`src/rtl/mem_image_loader.sv`:
```
// Boot-time image loader: streams 32-bit words into byte-wide memory, optional zero fill, holds CPU in reset until done.
// Define LOADER_CHECKSUM_EN to add the o_checksum port (mod 2**32 sum of accepted words).
module mem_image_loader #(
    parameter int ADDR_W    = 12,
    parameter int DEPTH     = 4096,
    parameter int FILL_ZERO = 1
) (
    input  logic              i_clk,
    input  logic              i_reset,
    input  logic              i_start,
    input  logic              i_in_valid,
    output logic              o_in_ready,
    input  logic [31:0]       i_in_data,
    input  logic              i_in_last,
    output logic              o_mem_we,
    output logic [ADDR_W-1:0] o_mem_addr,
    output logic [7:0]        o_mem_wdata,
    output logic              o_cpu_reset,
    output logic              o_done,
    output logic              o_overflow,
`ifdef LOADER_CHECKSUM_EN
    output logic [31:0]       o_checksum,
`endif
    output logic [ADDR_W-1:0] o_word_count
);

    localparam logic [1:0] ST_IDLE = 2'd0;
    localparam logic [1:0] ST_LOAD = 2'd1;
    localparam logic [1:0] ST_FILL = 2'd2;
    localparam logic [1:0] ST_DONE = 2'd3;

    localparam logic [ADDR_W-1:0] LAST_ADDR = ADDR_W'(DEPTH - 1);

    logic [1:0]        r_state;
    logic              r_held;
    logic              r_first;
    logic              r_last;
    logic [1:0]        r_byte;
    logic [23:0]       r_shift;
    logic              r_mem_we;
    logic [ADDR_W-1:0] r_mem_addr;
    logic [7:0]        r_mem_wdata;
    logic              r_cpu_reset;
    logic              r_done;
    logic              r_overflow;
    logic [ADDR_W-1:0] r_word_count;
`ifdef LOADER_CHECKSUM_EN
    logic [31:0]       r_checksum;
`endif

    logic              w_at_end;
    logic              w_in_ready;
    logic              w_accept;
    logic [ADDR_W-1:0] w_next_addr;

    // Overflow is detected on the last address before any increment, so the address never wraps.
    assign w_at_end    = (r_mem_addr == LAST_ADDR);
    assign w_in_ready  = (r_state == ST_LOAD) &&
                         (!r_held || ((r_byte == 2'd3) && !r_last && !w_at_end));
    assign w_accept    = w_in_ready && i_in_valid;
    assign w_next_addr = r_first ? '0 : r_mem_addr + ADDR_W'(1);

    always_ff @(posedge i_clk) begin
        if (i_reset) begin
            r_state      <= ST_IDLE;
            r_held       <= 1'b0;
            r_first      <= 1'b1;
            r_last       <= 1'b0;
            r_byte       <= '0;
            r_shift      <= '0;
            r_mem_we     <= 1'b0;
            r_mem_addr   <= '0;
            r_mem_wdata  <= '0;
            r_cpu_reset  <= 1'b1;
            r_done       <= 1'b0;
            r_overflow   <= 1'b0;
            r_word_count <= '0;
`ifdef LOADER_CHECKSUM_EN
            r_checksum   <= '0;
`endif
        end else begin
            case (r_state)
                ST_LOAD: begin
                    if (w_accept) begin
                        r_held       <= 1'b1;
                        r_first      <= 1'b0;
                        r_last       <= i_in_last;
                        r_byte       <= '0;
                        r_shift      <= i_in_data[31:8];
                        r_mem_we     <= 1'b1;
                        r_mem_addr   <= w_next_addr;
                        r_mem_wdata  <= i_in_data[7:0];
                        r_word_count <= r_word_count + ADDR_W'(1);
`ifdef LOADER_CHECKSUM_EN
                        r_checksum   <= r_checksum + i_in_data;
`endif
                    end else if (r_held && (r_byte != 2'd3)) begin
                        r_byte      <= r_byte + 2'd1;
                        r_mem_addr  <= r_mem_addr + ADDR_W'(1);
                        r_mem_wdata <= r_shift[7:0];
                        r_shift     <= {8'h00, r_shift[23:8]};
                    end else if (r_held) begin
                        if (r_last && (FILL_ZERO != 0) && !w_at_end) begin
                            r_state     <= ST_FILL;
                            r_mem_addr  <= r_mem_addr + ADDR_W'(1);
                            r_mem_wdata <= '0;
                        end else if (r_last || w_at_end) begin
                            r_state     <= ST_DONE;
                            r_held      <= 1'b0;
                            r_mem_we    <= 1'b0;
                            r_done      <= 1'b1;
                            r_cpu_reset <= 1'b0;
                            r_overflow  <= !r_last;
                        end else begin
                            r_held   <= 1'b0;
                            r_mem_we <= 1'b0;
                        end
                    end
                end
                ST_FILL: begin
                    if (w_at_end) begin
                        r_state     <= ST_DONE;
                        r_held      <= 1'b0;
                        r_mem_we    <= 1'b0;
                        r_done      <= 1'b1;
                        r_cpu_reset <= 1'b0;
                    end else begin
                        r_mem_addr <= r_mem_addr + ADDR_W'(1);
                    end
                end
                default: begin
                    // IDLE and DONE both restart a load on Start.
                    if (i_start) begin
                        r_state      <= ST_LOAD;
                        r_held       <= 1'b0;
                        r_first      <= 1'b1;
                        r_mem_we     <= 1'b0;
                        r_mem_addr   <= '0;
                        r_cpu_reset  <= 1'b1;
                        r_done       <= 1'b0;
                        r_overflow   <= 1'b0;
                        r_word_count <= '0;
`ifdef LOADER_CHECKSUM_EN
                        r_checksum   <= '0;
`endif
                    end
                end
            endcase
        end
    end

    assign o_in_ready   = w_in_ready;
    assign o_mem_we     = r_mem_we;
    assign o_mem_addr   = r_mem_addr;
    assign o_mem_wdata  = r_mem_wdata;
    assign o_cpu_reset  = r_cpu_reset;
    assign o_done       = r_done;
    assign o_overflow   = r_overflow;
    assign o_word_count = r_word_count;
`ifdef LOADER_CHECKSUM_EN
    assign o_checksum   = r_checksum;
`endif

endmodule
```
`config.mk`:
```
export PLATFORM = sky130hd
export DESIGN_NAME = mem_image_loader
export DESIGN_NICKNAME = d
export VERILOG_FILES = /design/src/rtl/mem_image_loader.sv
export SDC_FILE = /design/constraint.sdc
export NUM_CORES = 1
export LEC_CHECK = 0
export ABC_AREA = 1
export BUFFER_PORTS_ARGS = -buffer_cell sky130_fd_sc_hd__buf_2
export CAP_MARGIN = 20
export CORE_ASPECT_RATIO = 1.1
export CORE_UTILIZATION = 35
export DETAILED_ROUTE_END_ITERATION = 12
export GPL_ROUTABILITY_DRIVEN = 0
export HOLD_SLACK_MARGIN = 0.03
export PLACE_DENSITY_LB_ADDON = 0.25
export SETUP_SLACK_MARGIN = 0.3
export SYNTH_ARGS = -nofsm -noshare
export SYNTH_HDL_FRONTEND = slang
export SYNTH_SLANG_ARGS = --single-unit
export TNS_END_PERCENT = 30
```
`constraint.sdc`:
```
create_clock -name i_clk -period 3.78 [get_ports i_clk]
set_clock_uncertainty 0.15 [all_clocks]
set_input_delay 0.378 -clock i_clk [delete_from_list [all_inputs] [get_ports i_clk]]
set_output_delay 0.378 -clock i_clk [all_outputs]
set_load 0.02 [all_outputs]
```
# Word-level counts from Yosys, hierarchy flattened
# Index checks and enable logic that the tools add are counted.
[op_classes] n_div=0 add_sub_neg=3 reduce_logical=26 n_mul=0 magnitude_cmp=0 mux=60 eq_ne=19 shift=0 n_bitwise=1
[ops] operator="12-bit 2-to-1 mux" n=8
[ops] operator="24-bit 2-to-1 mux" n=2
[ops] operator="12-bit case mux with 2 select lines" n=2
[ops] operator="8-bit 2-to-1 mux" n=4
[ops] operator="1-bit 2-to-1 mux" n=28
[ops] operator="12-bit by 1-bit adder with 12-bit output, second input constant" n=2
[ops] operator="2-bit 2-to-1 mux" n=9
[ops] operator="2-bit != test, second input constant" n=8
[ops] operator="7-bit AND reduction" n=2
[ops] operator="12-bit equality test, second input constant" n=1
[ops] operator="1-bit case mux with 2 select lines" n=6
[ops] operator="3-bit != test, second input constant" n=3
[ops] operator="3-bit AND reduction" n=3
[ops] operator="3-bit nonzero test" n=3
[ops] operator="1-bit logical AND" n=6
[ops] operator="6-bit AND reduction" n=1
[ops] operator="5-bit AND reduction" n=1
[ops] operator="2-bit equality test, second input constant" n=2
[ops] operator="4-bit by 2-bit != test with 1-bit output, second input constant" n=1
[ops] operator="4-bit by 3-bit != test with 1-bit output, second input constant" n=1
[ops] operator="2-bit case mux with 2 select lines" n=1
[ops] operator="2-bit AND reduction" n=2
[ops] operator="4-bit AND reduction" n=1
[ops] operator="2-bit nonzero test" n=2
[ops] operator="7 further kinds" n=10
[totals] ff_bits=67 mem_count=0 rom_bits=0 ramBits=0 input_bits=37 out_inout_bits=37 word_cells=122 latch_bits=0

# Longest topological paths before layout
# Gate-level depths: netlist of run 1.
[logic_depth] depth_word=8 depth_mapped=15 ltp_nobuf=14

# Worst setup path before layout of run 1
# OpenSTA, ideal clock, no wires.
[synth_timing] path_type="reg2reg" from="register r_mem_addr[0] (netlist: o_mem_addr[0])" to="register r_mem_wdata[6] (netlist: o_mem_wdata[6])" path_stages_with_launch=14 t_arrival_ns=1.858 required_time_ns=3.517 period_less_slack_ns=2.121 path_buffers=1 setup_slack_ns=1.659 setup_time_ns=0.113 path_cell_list="dfxtp_1 -> ha_1 -> inv_1 -> nor2_4 -> nand3_4 -> nand3_1 -> nand2_2 -> nand2_4 -> nand3_2 -> o211ai_2 -> buf_6 -> nand2_1 -> nand2_1 -> nor2_1"
[synth_between] elab_chain_len=8 elab_cells_between_ends=11 classes_between="eq/ne (1); mux (1); reduce/logical (9)"
[synth_rtl] element="from (decl)" line_no="41" text="logic [ADDR_W-1:0] r_mem_addr;"
[synth_rtl] element="from (signal assigned)" line_no="91" text="r_mem_addr <= w_next_addr;"
[synth_rtl] element="from (signal assigned)" line_no="99" text="r_mem_addr <= r_mem_addr + ADDR_W'(1);"
[synth_rtl] element="from (signal assigned)" line_no="105" text="r_mem_addr <= r_mem_addr + ADDR_W'(1);"
[synth_rtl] element="12-bit equality test *" line_no="57" text="assign w_at_end = (r_mem_addr == LAST_ADDR);"
[synth_rtl] element="1-bit logical NOT *" line_no="59" text="(!r_held || ((r_byte == 2'd3) && !r_last && !w_at_end));"
[synth_rtl] element="1-bit logical AND *" line_no="59"
[synth_rtl] element="1-bit logical OR *" line_no="59"
[synth_rtl] element="1-bit logical AND *" line_no="58" text="assign w_in_ready = (r_state == ST_LOAD) &&"
[synth_rtl] element="named net o_in_ready" line_no="12" text="output logic o_in_ready,"
[synth_rtl] element="1-bit logical AND *" line_no="60" text="assign w_accept = w_in_ready && i_in_valid;"
[synth_rtl] element="3-bit nonzero test (no source line)"
[synth_rtl] element="3-bit AND reduction (no source line)"
[synth_rtl] element="to (signal assigned)" line_no="92" text="r_mem_wdata <= i_in_data[7:0];"
[synth_rtl] element="to (signal assigned)" line_no="100" text="r_mem_wdata <= r_shift[7:0];"
[synth_rtl] element="to (decl)" line_no="42" text="logic [7:0] r_mem_wdata;"
# Mark *: on every way through the listed nets, which the timed path passes. The rest lies on a longest branch.
# A chain may end at the register's enable or synchronous reset.

# Worst setup path in the final report of run 1
[layout_timing] from="register r_state[1]" to="register r_mem_addr[2] (netlist: o_mem_addr[2])"
[layout_between] elab_chain_len=5 elab_cells_between_ends=11 classes_between="eq/ne (5); mux (2); reduce/logical (4)"
[layout_rtl] element="from (decl)" line_no="34" text="logic [1:0] r_state;"
[layout_rtl] element="from (signal assigned)" line_no="65" text="r_state <= ST_IDLE;"
[layout_rtl] element="from (signal assigned)" line_no="104" text="r_state <= ST_FILL;"
[layout_rtl] element="from (signal assigned)" line_no="108" text="r_state <= ST_DONE;"
[layout_rtl] element="2-bit by 1-bit equality test with 1-bit output" line_no="58, 82"
[layout_rtl] element="1-bit logical AND" line_no="58"
[layout_rtl] element="1-bit logical AND" line_no="60"
[layout_rtl] element="4-bit by 2-bit != test with 1-bit output (no source line) (tied with other cells)"
[layout_rtl] element="4-bit AND reduction (no source line) / 12-bit case mux with 2 select lines (equally long branches)"
# Several ways; a longest one is shown, not always the timed one.

==> results list, run 1 <==
- The flow ran to the end, and the final reports show no timing, DRC or antenna violations.
* Cell type with the highest occurrence count on the critical path: nor2_1
* Clock tree root driver cell: clkbuf_8
- The number of global-route vias before repair came to 2836.
* Multiplexer fraction of the synthesized cell area: 0%
* Number of buffer and inverter stages on the critical path: 4
- Initial cell density of the core: 35.9%
* Maximum clock frequency: 393 MHz
- Clock latency at the later pin of the worst-skew pair: 350 ps
- Measured against its own limit, the worst slew margin works out to 55.9%.
- For this run, the post-layout net count is 602.
* Required time reported for the critical path endpoint: 3850 ps
- TritonCTS built the clock tree.
- Share of post-route cells with drive strength above 1: 21.8%
* Worst vdd rail ir drop: 0.000229 V
* Sum of negative setup slack: 0 ps
* Worst hold-check slack: 121 ps
- At the placement stage, the worst setup path has a slack of 1290 ps.
- Worst hold path type: primary input to flop
* Die area: 9990 um^2
- Most common library cell in the layout ignoring fill and taps: nand2_1
* Min cycle time layout: 2550 ps
- Setup-failing EPs final: 0
- Pin count of the biggest net entering global routing: 37
* List of cells traversed by the critical path: inv_1 > ha_1 > inv_2 > nor2_1 > inv_1 > nor2_1 > a21oi_4 > inv_2 > a21oi_2 > nand3_1 > nand2_1 > nor2_1
- Leftover overflow at the end of global routing: 0
* Post-Syn Area: 3360 um^2
- In the layout the commonest cells are nand2_1 (172), buf_2 (73), dfxtp_1 (67).
* Setup slack of the critical path after layout: 1230 ps
- Total number of yosys warnings: 0
- Synthesized netlist net count: 534
- Using the TritonRoute via totals, the vias-per-cell ratio works out to 4.74.
* Slowest library cell on the worst path: a21oi_2
* Chip height: 105 um
* Worst-path maximum fanout: 14
- Leakage power: 0.00170 uW
- Vias: 3231
- Max-cap violations in this run came to 0.
* Sinks on the clock net: 67
* Arithmetic-cell share of the synthesized area counting full adders, half adders and majority gates: 1.86%
* Clock-pin slew on the worst setup and hold paths: 90 ps
* Register bit total from synthesis: 67
* Compound-gate portion of the synthesized area: 13.5%
* Final count of pins violating max slew: 0
- Grouping stages by cell kind, the critical path spends the most delay in compound AO/OA/AOI/OAI gates.
- Averaged over all synthesized cells, the footprint is 6.83 um^2.
- Initial antenna violation count: 0
* Worst setup path category: flop to flop
- Maximum root-to-sink buffer count: 2
- The first TritonRoute pass finished after 4 iterations.
* Post-synthesis simple-gate area fraction: 34.9%
* Share of the synthesized netlist area taken by xor and xnor gates: 2.09%
- Number of distinct library cell variants in the gate-level netlist after synthesis: 33
- After floorplanning, the core was divided into 37 placement rows.
- After detailed routing, the total wire length is 7890 um.
* Gates resized, CTS repair: 0
- Hold-fix buffers, CTS: 0
- In the finished design, the share of the clock period the worst path needs comes to 67.4%.
* Number of fillers in the final layout: 999
- Total routing resource utilization after global routing: 16.5%
- Compared with the post-synthesis result, the final layout area differs by 18.8%.
* Nature of the critical path endpoint: flop
* Top Ports: 74
* Share of the core filled with cells: 42.7%
- CP Launch Type: flop
* Average routed wire per standard cell: 11.6 um
* Port Buffers: 73
* CTS H-Tree Depth: 3
- In this design, the stage delay of the slowest critical-path cell is 460 ps.
* First-pass GRT wire length: 13000 um
- Filler-free cell count of the finished design: 682
- Post-Place Cells: 666
- Power per cell area: 571 nW/um^2
- Largest family of logic cells by synthesized area: simple AND/OR/NAND/NOR gates
* Core footprint: 9350 um^2
- Setup repair after global routing missed its margin: no
- Final Hold Violating Endpoints: 0
* Least-Margin Pin Slew: 660 ps
- Post-detailed-route count of antenna-violating nets: 0
- The detailed router finished its first iteration with 149 violations.
- In the synthesized netlist, the number of instances is 492.
* DRC: 0
- Post-CTS timing repair inserted 0 buffers for setup.
- Part of the Yosys area used for sequential elements: 39.9%
* Critical Path AT: 2620 ps
* Number of buffers inserted during clock tree synthesis: 9
- The number of antenna diodes in the final layout is 0.
- After legalization and detailed placement, the total HPWL measured 5650 um.
* Die X: 95.4 um
[layout make-up]
type	count	area, um^2	share of cell area, %
Clock inverter	7	81.3	2.04
Clock buffer	9	124	3.11
Sequential cell	67	1340	33.6
Timing Repair Buffer	74	373	9.35
Tap cell	117	146	3.67
Multi-Input combinational cell	364	1760	44.1
Inverter	44	165	4.14
[synthesized netlist by cell type (all sizes together)]
cell type	n	area share, %
nand2	179	21
dfxtp	67	40
nor2	63	8.5
inv	44	4.9
a21oi	37	6.4
o21ai	22	3.4
nand3	19	3.4
a31oi	14	2.6
buf	11	2.1
clkbuf	6	0.67
ha	5	1.9
nor3	5	0.75
xor2	5	1.3
nand4	3	0.56
nor4	3	0.56
o21bai	3	0.67
xnor2	3	0.78
nand3b	1	0.22
nor3b	1	0.22
o211ai	1	0.37
[sequential cells by signal (all words and copies together), names as in the netlist, 2 cells and up]
name / flops
o_mem_wdata: 8
r_shift: 24
o_word_count: 12
o_mem_addr: 12
r_byte: 2
r_state: 2
[cells by family after synthesis]
| logic type | Yosys count |
|---|---|
| XOR/XNOR | 8 |
| buffers and inverters | 61 |
| AO/OA/AOI/OAI | 77 |
| flip-flops | 67 |
| adder cells (fa/ha/maj) | 5 |
| AND/OR/NAND/NOR | 274 |
[worst reg2reg max path, cell delays in order, from the launching register on]
cell and delay (ps):
dfxtp_1 360, inv_1 50, ha_1 300, inv_2 270, nor2_1 90, inv_1 110, nor2_1 90, a21oi_4 180
inv_2 50, a21oi_2 460, nand3_1 160, nand2_1 110, nor2_1 40
[layer usage]
layer	GRT usage [%]	routed length, um	vias up
met4	7.57	184	0
li1	-	-	1714
met3	3.06	275	13
met5	0	0	-
met2	25.5	3570	75
met1	22.0	3860	1429
[report_power, final]
part	switching (uW)	internal, uW	leakage [uW]	total [uW]
Sequential	59.1	794	0.000543	853
Combinational	570	235	0.00106	805
Clock	304	315	0.000101	619
Total	933	1340	0.00170	2280
[through the flow]
step / power [uW] / area, um^2
after detailed placement: 1680 / 3780
after floorplan: 1500 / 3360
after CTS: 2310 / 3990
after global placement: 1670 / 3780
after global routing: 2440 / 3990
final: 2280 / 3990
[final timing paths]
kind,start,end,slack (ps),depth (start not counted)
min reg2reg,o_done,o_done,310,2
max,r_state[1],o_mem_addr[2],1230,12
max reg2reg,r_state[1],o_mem_addr[2],1230,12
min,i_in_data[28],r_shift[20],120,3
(Power assumes the default switching activity.)
==> inputs of run 2 (changes only) <==
Clock period 3.78 ns to 2.1 ns, I/O delays scaled along.
==> run 2 against run 1 <==
  * Wire length grew 14%
  * Setup slack lost 1100 ps
  * Worst hold slack lost 84 ps
  * Sequential power grew 82%
  * Die area is the same
  * First-iteration DRC count grew 2.0%
  * Maximum frequency grew 30%
  * Final cell count grew 8.7%
  * Sequential share of layout area shrank 5.6 points
  * Critical endpoint is now o_mem_addr[6]
==> results list, run 2 (synthesis results as in run 1) <==
- Status: completed
* Portion of total power attributed to the clock network: 22.0% (-5.2 points)
* Internal Pwr Total: 2970 uW (+120%)
- The number of H-tree levels came to 3 (unchanged).
- Post-detailed-route count of antenna-violating nets: 0 (unchanged)
- Highest-count cells in the layout ignoring fill and taps: nand2_1 (165), buf_2 (73), dfxtp_1 (53)
- The first-pass GRT wire length came to 14700 um (+13%).
- End of the critical path: o_mem_addr[6]
* Sinks on the clock net: 67 (unchanged)
- The share of the clock period used by the worst path after layout came to 93.1% (+26 points).
* Worst vdd rail ir drop: 0.000415 V (+81%)
- The ratio of cells with drive above 1 in the final layout was 30.4% (+8.7 points).
- Sum of negative setup slack: 0 ps (unchanged)
* Vias: 3510 (+8.6%)
- The core box area came to 9350 um^2 (unchanged).
* Least-Margin Pin Slew: 485 ps (-175 ps)
- Via count of the first global-routing pass: 3302 (+16%)
- Min cycle time layout: 1950 ps (-592 ps)
- Max reg flops: 24 (unchanged)
- Register share of total power: 31.4% (-6.1 points)
* Diode insertion count for antenna repair: 0 (unchanged)
- Worst hold path type: primary input to flop
- The number of slew-limit violations in the final report is 0 (unchanged).
- The total global routing track utilization was 18.6% (+2.1 points).
- The combinational group share of total power was 46.6% (+11 points).
* Share of the core filled with cells: 52.0% (+9.4 points)
- TritonCTS clock tree: done
- The buffer depth of the longest clock path is 2 (unchanged).
* FF-to-FF path depth: 14 (+2)
- Clock latency at the later pin of the worst-skew pair: 340 ps (about the same)
- Slew margin rel.: 67.5% (+12 points)
- Critical Path AT: 2040 ps (-580 ps)
- Setup-failing EPs final: 0 (unchanged)
- The sum of routed wire length over all layers came to 9010 um (+14%).
- The largest net degree at the start of global routing came to 36 (-2.7%).
* Leftover overflow at the end of global routing: 0 (unchanged)
- The worst setup path is launched from a flop.
* Setup repair after global routing missed its margin: yes
* Chip height: 105 um (unchanged)
* Psw: 1970 uW (+110%)
- The port buffer count was 73 (unchanged).
- The total half-perimeter wirelength after legalization and detailed placement was 6010 um (+6.4%).
- Initial antenna violation count: 0 (unchanged)
- The largest fanout of any net on the critical path came to 14 (unchanged).
- The maximum clock frequency was 512 MHz (+30%).
- Reg2Reg Capture Point: o_mem_addr[6]
- The number of buffers inserted during clock tree synthesis is 9 (unchanged).
* Clock tree root driver cell: clkbuf_8
- Clock-pin slew on the worst setup and hold paths: 80 ps (about the same)
- Worst reg2reg setup slack: 150 ps (-1090 ps)
- The number of top-level design ports came to 74 (unchanged).
- Most common library cell in the layout ignoring fill and taps: nand2_1
* Average routed wire per standard cell: 12.2 um (+5.1%)
- Leakage power: 0.00203 uW (+19%)
- The worst setup path is captured at a flop.
- Final Hold Violating Endpoints: 0 (unchanged)
- The critical path in this run is classified as flop to flop.
* Post-Place Cells: 676 (+1.5%)
- The startpoint identified for the worst register-to-register timing path is o_mem_addr[1].
- The residual DRC count came to 0 (unchanged).
- The initial core utilization came to 35.9% (unchanged).
- The total power divided by cell area came to 1020 nW/um^2 (+78%).
- Start point of the critical path: o_mem_addr[1]
* Sw Ratio: 39.9% (-1.0 points)
- The iteration-0 DRC count of the detailed router came to 152 (+2.0%).
* Site Rows: 37 (unchanged)
- The area of the die came to 9990 um^2 (unchanged).
- Filler-free cell count of the finished design: 741 (+8.7%)
* Register ranked first by flip-flop count: r_shift
* MaxCap Viol Count: 0 (unchanged)
- The number of iterations in the first detailed-routing pass came to 4 (unchanged).
- Relative to the synthesized area, the layout overhead comes to 44.9%.
- Vias per cell: 4.74 (about the same)
* Final #Nets: 661 (+9.8%)
- The chip width is 95.4 um (unchanged).
- The data required time at the worst endpoint came to 2180 ps (-1670 ps).
-- run 2: changes by cell type in the layout (fill, tap and decap cells not counted), sizes merged --
cell | previous run | this run
clkbuf | 9 | 10
inv | 48 | 45
dlygate4sd3 | 0 | 27
o21ai | 22 | 23
buf | 74 | 104
clkinv | 1 | 4
-- run 2: area by class of cell --
class / instances / area [um^2]
fill: 917 / 4490
tap: 117 / 146
clock inverter: 7 / 77.6
sequential: 67 / 1360
inverter: 44 / 196
clock buffer: 9 / 124
timing repair buffer: 132 / 1010
multi-input combinational: 365 / 1950
-- run 2: power by group through the flow --
stage	combinational (uW)	clock, uW	sequential, uW
3_5_place_dp	1630	0	1580
6_report	2300	1090	1550
2_1_floorplan	1170	0	1630
4_1_cts	2120	1120	1550
5_1_grt	2500	1180	1580
3_3_place_gp	1610	0	1570
-- run 2: how the worst min path moves through the flow --
stage / from / slack [ps] / depth (start not counted) / endpoint
2_1_floorplan: i_in_data[8] / 210 / 2 / r_shift[0]
3_3_place_gp: o_cpu_reset / 290 / 2 / o_cpu_reset
3_5_place_dp: o_cpu_reset / 300 / 2 / o_cpu_reset
4_1_cts: i_in_data[4] / 40 / 5 / o_mem_wdata[4]
5_1_grt: i_in_data[2] / 80 / 5 / o_mem_wdata[2]
6_report: i_in_data[4] / 40 / 5 / o_mem_wdata[4]
-- run 2: stage by stage --
step	hold WS [ps]	setup WS, ps	cell area (um^2)	total power (uW)
final	36.8	146	4870	4950
after CTS	41.7	173	4740	4790
after global routing	76.2	30.6	4870	5270
after floorplan	206	249	3440	2800
after detailed placement	296	4.82	3960	3210
after global placement	294	63.4	3960	3180
-- run 2: critical path, stage by stage (launching register included) --
cell and delay (ps):
dfxtp_4 360, ha_4 140, inv_2 50, nor2_4 110
nand3_4 130, nand2_2 100, nand2_2 60, a21oi_4 240
buf_6 130, a21oi_4 50, buf_12 140, nand2_1 50
nand2_1 40, nand2_1 50, nor2_1 30
-- run 2: metal layers --
metal | wire, um | global-route usage (%) | vias to the layer above
met4 | 164 | 5.97 | 0
met5 | 0 | 0 | -
met3 | 306 | 3.28 | 14
met1 | 4170 | 23.5 | 1598
met2 | 4360 | 31.5 | 67
li1 | - | - | 1831
-- run 2: repair_timing --
action                                 CTS  global route
cloned                                   3             1
pin swaps                               12            22
endpoints found under the hold margin   27             0
setup endpoints to repair               66            67
setup buffers                           15             3
gates resized for setup                 24            19
hold buffers                            27             0
==> inputs of run 3 (changes only) <==
Settings changed: REMOVE_ABC_BUFFERS from default to 1.
==> run 3 against run 2 <==
  * Critical path depth shrank 2
  * Count of clock-buffer cells in the layout grew 4
  * Global-route usage grew 1.4 points
  * Total power grew 5.0%
  * Setup slack gained 47 ps
  * Sequential power is essentially flat
  * Sequential cell count is the same
  * Sequential share of layout area shrank 0.44 points
  * Final cell count grew 1.6%
  * Critical endpoint is now o_mem_addr[7]
  * Highest routed layer unchanged
==> results list, run 3 (synthesis results as in run 1) <==
* First-pass GRT wire length: 15600 um (+5.9%)
- The ratio of cells with drive above 1 in the final layout was 31.9% (+1.5 points).
* Maximum root-to-sink buffer count: 2 (unchanged)
- The transition time at the pin with the least slew margin came to 448 ps (-36.7 ps).
* Leakage power: 0.00209 uW (+3.1%)
- Routed wire length: 9660 um (+7.2%)
- Worst setup path category: flop to flop
- GRT met3 Usage: 4.22% (+0.95 points)
* Vias per cell: 4.86 (+2.6%)
- The via count came to 3661 (+4.3%).
- Top Ports: 74 (unchanged)
- Clock tree root driver cell: clkbuf_8
* Setup Slack @ Placement: 53.2 ps (+48.4 ps)
* Ratio of final minimum period to clock period: 90.8% (-2.3 points)
- Register share of total power: 29.8% (-1.6 points)
- Setup repair after global routing missed its margin: yes
- The total internal power was 3220 uW (+8.4%).
- The number of slew-limit violations in the final report is 0 (unchanged).
* Initial cell density of the core: 35.9% (unchanged)
* CP Launch Type: flop
- The total power divided by cell area came to 1060 nW/um^2 (+3.8%).
- Most common library cell in the layout ignoring fill and taps: nand2_1
- The y dimension of the die came to 105 um (unchanged).
* Cell type with the highest occurrence count on the critical path: nand2_4
* Final Instance Area: 4920 um^2 (+1.1%)
* Setup slack of the critical path after layout: 193 ps (+47.5 ps)
- The number of buffer and inverter instances along the worst setup path was 2 (-1).
* Count of routing violations after the opening detailed-route iteration: 167 (+9.9%)
- Clock-pin slew on the worst setup and hold paths: 80 ps (about the same)
* Via count of the first global-routing pass: 3376 (+2.2%)
- The port buffer count came to 73 (unchanged).
* Portion of total power attributed to the clock network: 24.7% (+2.7 points)
* Pin count of the biggest net entering global routing: 36 (unchanged)
* Post-detailed-route count of antenna-violating nets: 0 (unchanged)
* TritonCTS clock tree: done
* Critical Path AT: 2040 ps (about the same)
- The met1 demand-to-capacity share in global routing was 24.1% (+0.63 points).
* List of cells traversed by the critical path: ha_4 > inv_2 > nor2_4 > nand3_4 > nand3_2 > nand2_4 > nand2_8 > nand2_4 > a21oi_4 > buf_4 > nand3_1 > a21oi_1
* Status: completed
- Number of buffers inserted during clock tree synthesis: 9 (unchanged)
- Met2 Use GR: 33.7% (+2.2 points)
- The combinational group share of total power was 45.5% (-1.1 points).
* Min cycle time layout: 1910 ps (-47.5 ps)
- The maximum clock frequency was 524 MHz (+2.5%).
- The worst hold path belongs to the class primary input to flop.
- Area taken by flip-flops and latches: 1360 um^2 (-0.46%)
- Register ranked first by flip-flop count: r_shift
- Final Hold Violating Endpoints: 0 (unchanged)
- Core footprint: 9350 um^2 (unchanged)
- Cell area after placement: 3960 um^2 (about the same)
- The setup violation total in the final timing report is 0 (unchanged).
- Psw: 1970 uW (about the same)
- The number of iterations in the first detailed-routing pass came to 4 (unchanged).
* Slew margin rel.: 69.9% (+2.4 points)
- Highest cell delay on the worst timing path: 360 ps (about the same)
- The worst setup path is captured at a flop.
- The chip width is 95.4 um (unchanged).
* Initial antenna violation count: 0 (unchanged)
- The data required time at the worst endpoint was 2230 ps (+50 ps).
- The net count reported at finish came to 673 (+1.8%).
* Sum of negative setup slack: 0 ps (unchanged)
- Worst vdd rail ir drop: 0.000435 V (+4.9%)
- The site row count was 37 (unchanged).
- The number of maximum-capacitance constraint violations came to 0 (unchanged).
- The total global routing track utilization came to 20.0% (+1.4 points).
* Worst-path maximum fanout: 6 (-8)
- Synth-to-Final Area Change: 46.5%
- The area taken by multi-input logic gates came to 1950 um^2 (+0.13%).
- Slowest library cell on the worst path: dfxtp_2
- The number of H-tree levels came to 3 (unchanged).
- Broken down by cell family, the worst path's largest delay share belongs to simple AND/OR/NAND/NOR gates.
- Sinks on the clock net: 67 (unchanged)
* DRC: 0 (unchanged)
- The count of filler cells inserted in the layout is 942 (+2.7%).
- Final HPWL from detailed placement: 6010 um (about the same)
* Leftover overflow at the end of global routing: 0 (unchanged)
* Share of the core filled with cells: 52.6% (+0.59 points)
- Sw Ratio: 38.0% (-1.9 points)
* Die area: 9990 um^2 (unchanged)
* Max reg flops: 24 (unchanged)
* Global-route layer with the greatest usage: met2
* Diode insertion count for antenna repair: 0 (unchanged)
- Clock latency at the later pin of the worst-skew pair: 360 ps (+20 ps)
- Highest-count cells in the layout ignoring fill and taps: nand2_1 (164), buf_2 (72), dfxtp_1 (54)
- The routed length per placed instance is 12.8 um (+5.5%).
[run 3: layout make-up]
type                            count  share of cell area (%)
Inverter                           44                    3.66
Tap cell                          117                    2.97
Timing Repair Buffer              144                    21.4
Clock buffer                       13                    3.43
Sequential cell                    67                    27.6
Multi-Input combinational cell    365                    39.6
Clock inverter                      3                    1.40
[run 3: metrics by stage]
stage	std cells	hold slack [ps]	power [uW]
finish	753	32.6	5190
global route	753	65.4	5490
CTS	749	30.6	5000
detailed placement	686	301	3240
global placement	686	296	3230
floorplan	475	129	2610
[run 3: layer usage]
metal	routed length [um]	up-vias
li1	-	1856
met1	4200	1691
met2	4830	95
met3	423	19
met4	202	0
met5	0	-
[run 3: power by group through the flow]
stage	registers (uW)	clock network [uW]	logic, uW
2_1_floorplan	1620	0	987
3_3_place_gp	1550	0	1680
3_5_place_dp	1560	0	1690
4_1_cts	1540	1300	2160
5_1_grt	1570	1370	2550
6_report	1550	1280	2360
[run 3: final timing paths]
kind / depth (start not counted) / end / slack, ps / from
max: 12 / o_mem_addr[7] / 190 / o_mem_addr[1]
min: 5 / o_mem_wdata[5] / 30 / i_in_data[5]
max reg2reg: 12 / o_mem_addr[7] / 190 / o_mem_addr[1]
min reg2reg: 2 / r_shift[20] / 310 / r_shift[20]
[run 3: worst min-delay path: stages]
cell and delay, ps:
buf_2 70, nand2_1 50, nand2_1 50, nor2_1 40, nor2_1 80
[run 3: timing repair]
action / CTS / global route
buffers inserted: 16 / 3
hold buffers: 28 / 0
gates cloned: 3 / 1
gates resized for setup: 50 / 23
endpoints found under the setup margin: 67 / 67
pin swaps: 21 / 11
hold endpoints to repair: 28 / 0
